## src/rtl/stack_evaluator.sv

```systemverilog
// RPN evaluator over a DEPTH-entry operand stack; push/+/-/* take one cycle, '/' takes 33 cycles (restoring divider).
// ready is high only in IDLE; strobes seen while ready is low are dropped, never queued.
module stack_evaluator #(
    parameter int DEPTH = 8
) (
    input  logic        clk,
    input  logic        reset_n,
    input  logic        clear,
    input  logic        strobe,
    input  logic        is_op,
    input  logic [31:0] token,
    output logic        ready,
    output logic [31:0] answer,
    output logic        done,
    output logic        error,
    output logic [3:0]  depth
);

    typedef enum logic [1:0] {IDLE, DIV, DONE, ERR} state_t;

    localparam logic [3:0] DEPTH_L = 4'(DEPTH);

    state_t      state_q, state_d;
    logic [3:0]  depth_q, depth_d;
    logic [31:0] answer_q, answer_d;
    logic [31:0] quo_q, quo_d, rem_q, rem_d, dvs_q, dvs_d;
    logic [4:0]  cnt_q, cnt_d;
    logic [31:0] stk_q [DEPTH];

    logic        we;
    logic [3:0]  wa;
    logic [31:0] wd;
    logic [31:0] top, sec, alu_res;
    logic [32:0] rem_sh, trial;
    logic        q_bit;
    logic [31:0] rem_nx, quo_nx;

    always_comb begin
        top = '0;
        sec = '0;
        for (int i = 0; i < DEPTH; i++) begin
            if (4'(i) == depth_q - 4'd1) top = stk_q[i];
            if (4'(i) == depth_q - 4'd2) sec = stk_q[i];
        end
    end

    always_comb begin
        case (token[3:0])
            4'hA:    alu_res = sec + top;
            4'hB:    alu_res = sec - top;
            default: alu_res = sec * top;
        endcase
    end

    // One restoring step: dividend bits shift out of quo_q as quotient bits shift in.
    always_comb begin
        rem_sh = {rem_q, quo_q[31]};
        trial  = rem_sh - {1'b0, dvs_q};
        q_bit  = ~trial[32];
        rem_nx = q_bit ? trial[31:0] : rem_sh[31:0];
        quo_nx = {quo_q[30:0], q_bit};
    end

    always_comb begin
        state_d  = state_q;
        depth_d  = depth_q;
        answer_d = answer_q;
        quo_d    = quo_q;
        rem_d    = rem_q;
        dvs_d    = dvs_q;
        cnt_d    = cnt_q;
        we       = 1'b0;
        wa       = depth_q;
        wd       = token;
        if (clear) begin
            state_d  = IDLE;
            depth_d  = 4'd0;
            answer_d = '0;
        end else begin
            case (state_q)
                IDLE: if (strobe) begin
                    if (!is_op) begin
                        if (depth_q < DEPTH_L) begin
                            we      = 1'b1;
                            depth_d = depth_q + 4'd1;
                        end else begin
                            state_d = ERR;
                        end
                    end else begin
                        case (token[3:0])
                            4'hA, 4'hB, 4'hC: begin
                                if (depth_q < 4'd2) begin
                                    state_d = ERR;
                                end else begin
                                    we      = 1'b1;
                                    wa      = depth_q - 4'd2;
                                    wd      = alu_res;
                                    depth_d = depth_q - 4'd1;
                                end
                            end
                            4'hD: begin
                                if (depth_q < 4'd2 || top == 32'd0) begin
                                    state_d = ERR;
                                end else begin
                                    state_d = DIV;
                                    quo_d   = sec;
                                    rem_d   = '0;
                                    dvs_d   = top;
                                    cnt_d   = 5'd0;
                                end
                            end
                            4'hE: begin
                                if (depth_q == 4'd1) begin
                                    answer_d = top;
                                    state_d  = DONE;
                                end else begin
                                    state_d = ERR;
                                end
                            end
                            default: state_d = ERR;
                        endcase
                    end
                end
                DIV: begin
                    quo_d = quo_nx;
                    rem_d = rem_nx;
                    cnt_d = cnt_q + 5'd1;
                    if (cnt_q == 5'd31) begin
                        we      = 1'b1;
                        wa      = depth_q - 4'd2;
                        wd      = quo_nx;
                        depth_d = depth_q - 4'd1;
                        state_d = IDLE;
                    end
                end
                default: ;
            endcase
        end
    end

    always_ff @(posedge clk or negedge reset_n) begin
        if (!reset_n) begin
            state_q  <= IDLE;
            depth_q  <= 4'd0;
            answer_q <= '0;
            quo_q    <= '0;
            rem_q    <= '0;
            dvs_q    <= '0;
            cnt_q    <= 5'd0;
        end else begin
            state_q  <= state_d;
            depth_q  <= depth_d;
            answer_q <= answer_d;
            quo_q    <= quo_d;
            rem_q    <= rem_d;
            dvs_q    <= dvs_d;
            cnt_q    <= cnt_d;
        end
    end

    // Stack storage carries no reset; depth_q alone defines which entries are live.
    always_ff @(posedge clk) begin
        for (int i = 0; i < DEPTH; i++) begin
            if (we && wa == 4'(i)) stk_q[i] <= wd;
        end
    end

    assign ready  = (state_q == IDLE);
    assign done   = (state_q == DONE);
    assign error  = (state_q == ERR);
    assign answer = answer_q;
    assign depth  = depth_q;

endmodule
```

## config.mk

```make
export PLATFORM = sky130hd
export DESIGN_NAME = stack_evaluator
export DESIGN_NICKNAME = d
export VERILOG_FILES = /design/src/rtl/stack_evaluator.sv
export SDC_FILE = /design/constraint.sdc
export NUM_CORES = 2
export LEC_CHECK = 0
export BUFFER_PORTS_ARGS = -buffer_cell sky130_fd_sc_hd__buf_4
export CAP_MARGIN = 30
export CORE_ASPECT_RATIO = 1.5
export CORE_MARGIN = 2
export CORE_UTILIZATION = 46
export CTS_BUF_LIST = sky130_fd_sc_hd__clkbuf_2
export DETAILED_ROUTE_END_ITERATION = 12
export PLACE_DENSITY = 0.64
export SYNTH_ARGS = -nofsm -noshare
export SYNTH_HDL_FRONTEND = slang
export SYNTH_SLANG_ARGS = --single-unit
```

## constraint.sdc

```tcl
create_clock -name clk -period 20.4 [get_ports clk]
set_input_delay 2.04 -clock clk [delete_from_list [all_inputs] [get_ports clk]]
set_output_delay 2.04 -clock clk [all_outputs]
set_load 0.02 [all_outputs]
```

==> impl_metrics.ini <==
[logic_synthesis]
syn_area_per_cell_um2 = 9.13
syn_inst = 4306
synth_top_area_share = 0.209
synth_top_family_by_area = adder cells
yosysTopAreaCell = fa_1
synth_nets = 4952
synth.yosys.warnings = 0
async_flop_share = 0.352
synth.area.top_cells = fa_1, edfxtp_1, dfrtp_1, ha_1, inv_1
seq_area_frac_synth = 0.284
synth-main-ff-cell = edfxtp_1
synth-adder-area-share = 0.272
synth_area_mm2 = 0.0393
synth-edff-count = 256
synth-seq-cells = 395
synthXorXnorAreaFrac = 0.0375
synth.area.mux_share = 0.00242
synth_cell_type_count = 103
yosysMostFrequentCell = inv_1
synth-compound-area-share = 0.171
synth_common_cells = inv_1, nor2_1, nand2_1
synthSimpleGateAreaFrac = 0.149

[cells_and_area]
area_growth_pct = 7.55
post-route-util = 0.498
layout.nets = 5016
post_route_cells_drive_above_1_share = 0.113

[floorplanning]
die_x_um = 243
dieArea_mm2 = 0.0879
die_h_um = 362
ios = 76
core_mm2 = 0.0849
start_util = 0.463
rows = 131

[setup_path]
path_max_fanout = 17
slowest_stage = o21ai_0
rr_endpoint = stk_q[1][61]
cp_common_cell = fa_1
endpoint_kind = register
start_kind = register
reg2reg_depth = 34
arrival_ps = 13990
r2r_slack_ps = 7280
critPathKind = register to register
slowest_delay_ps = 890
required_ps = 21270
r2r-start = depth[2]

[routing]
drc = 0
drtIter0Drc = 4017
detail_route.wl_per_cell_um = 27.4
dr.pass1.iters = 8
ant_nets = 0
vias_per_cell = 6.23
dr_total_vias = 34792
totalWireLength_mm = 153

[sta]
min_period_over_period = 0.643
maxSlewHeadroom = 0.165
finalCriticalPeriod_ps = 13120
drv_slew = 0
setup_viol = 0
rsz0062_at_grt = false
max_freq_mhz = 76.2
finalSetupTns_ps = 0
tightestPinTransition_ps = 1240
fin_skew_ps = 150
hold_violations = 0

[clock_network]
insertion_delay_ps = 1240
clockBufferDepth = 3
clkSinkCount = 395
postCtsHoldBufs = 0
postCtsSetupBuffers = 0
cts.htree.levels = 3
clkTransAtPathRegs_ps = 120
cts_tree = yes
cts_made_buffers = 99
cts_root_buffer = clkbuf_2
cts_resized = 0

[hold_path]
whs_endpoint = cnt_q[3]
hold_path_class = register to register
worstHoldStart = cnt_q[3]
worstHoldPathCells = 1

[grt]
antenna_found_initial = 5
grt_first_pass_wirelength_mm = 225
grt_max_degree = 85
grtUsageTotal = 0.349
grt_pass1_vias = 35411
grt_overflow = 0

[placed_design]
gp_congestion = 1.01
hpwlAfterDp_mm = 110
port_buffers = 75

[outcome]
status = completed

[run]
drv_cap = 0
[per-layer routing]
metal	GRT usage	vias to the layer above	wire length, um
met5	0	-	30
met1	0.384	16844	49800
li1	-	14733	-
met2	0.568	2377	70800
met3	0.0840	834	16400
met4	0.296	4	15800
[placed cells by master (no fill, tap or decap), types with 45 or more instances in the layout]
cell      instances
o21ai_0         270
nand2b_1         63
ha_1            195
dfrtp_1         138
edfxtp_1        256
inv_1           521
nand2_1         471
fa_1            410
o211ai_1         75
a21oi_1         209
buf_4           212
clkinv_1         45
xnor2_1         112
a221oi_1         49
nor2_1          493
clkbuf_2        133
nor3_1           49
[metrics by stage]
step / setup WS, ps / hold WS (ps) / cells / instance area (um^2)
finish: 7280 / 481 / 5584 / 42300
global route: 6690 / 517 / 5583 / 42300
CTS: 7720 / 486 / 5573 / 42200
detailed placement: 7820 / 471 / 5393 / 41300
global placement: 7450 / 462 / 5383 / 41200
floorplan: 10350 / 444 / 4306 / 39300
[worst max path at each step]
stage,startpoint,endpoint
after global placement,depth[2],stk_q[0][125]
after CTS,depth[2],stk_q[1][93]
after global routing,depth[1],stk_q[1][93]
after detailed placement,depth[2],stk_q[0][125]
after floorplan,depth[2],stk_q[0][124]
final,depth[2],stk_q[1][61]
[sequential cells by signal (all words and copies together), names as in the netlist]
name     flops
state_q      2
dvs_q       32
answer      32
stk_q      256
rem_q       32
depth        4
cnt_q        5
quo_q       32
[worst max-delay path: cells and delay by family, from the launching register on]
kind                     cells  cell delay, ps
buffers and inverters        7            1300
XOR/XNOR                     1             170
AO/OA/AOI/OAI                9            3550
adder cells (fa/ha/maj)     10            5350
flip-flops                   1             520
AND/OR/NAND/NOR              7            1790
[final cells by class]
cell class	count	area (um^2)
antenna	5	12.5
clock buffer	132	661
clock inverter	48	205
fill	8200	42600
inverter	537	2020
multi-input combinational	3113	25100
sequential	395	11200
tap	1130	1410
timing repair buffer	224	1720
[kinds of logic (layout without fill, tap and decap cells)]
kind of cell    after synthesis  after routing
compound gates             1006           1006
other cells                   0              5
simple gates               1329           1329
mux                           9              9
fa+ha+maj                   609            609
xor+xnor                    160            160
buf+inv                     798            941
flops                       395            395
Power is not shown: default switching activity piles up to over one toggle a cycle in this logic, so the estimate is an artifact.
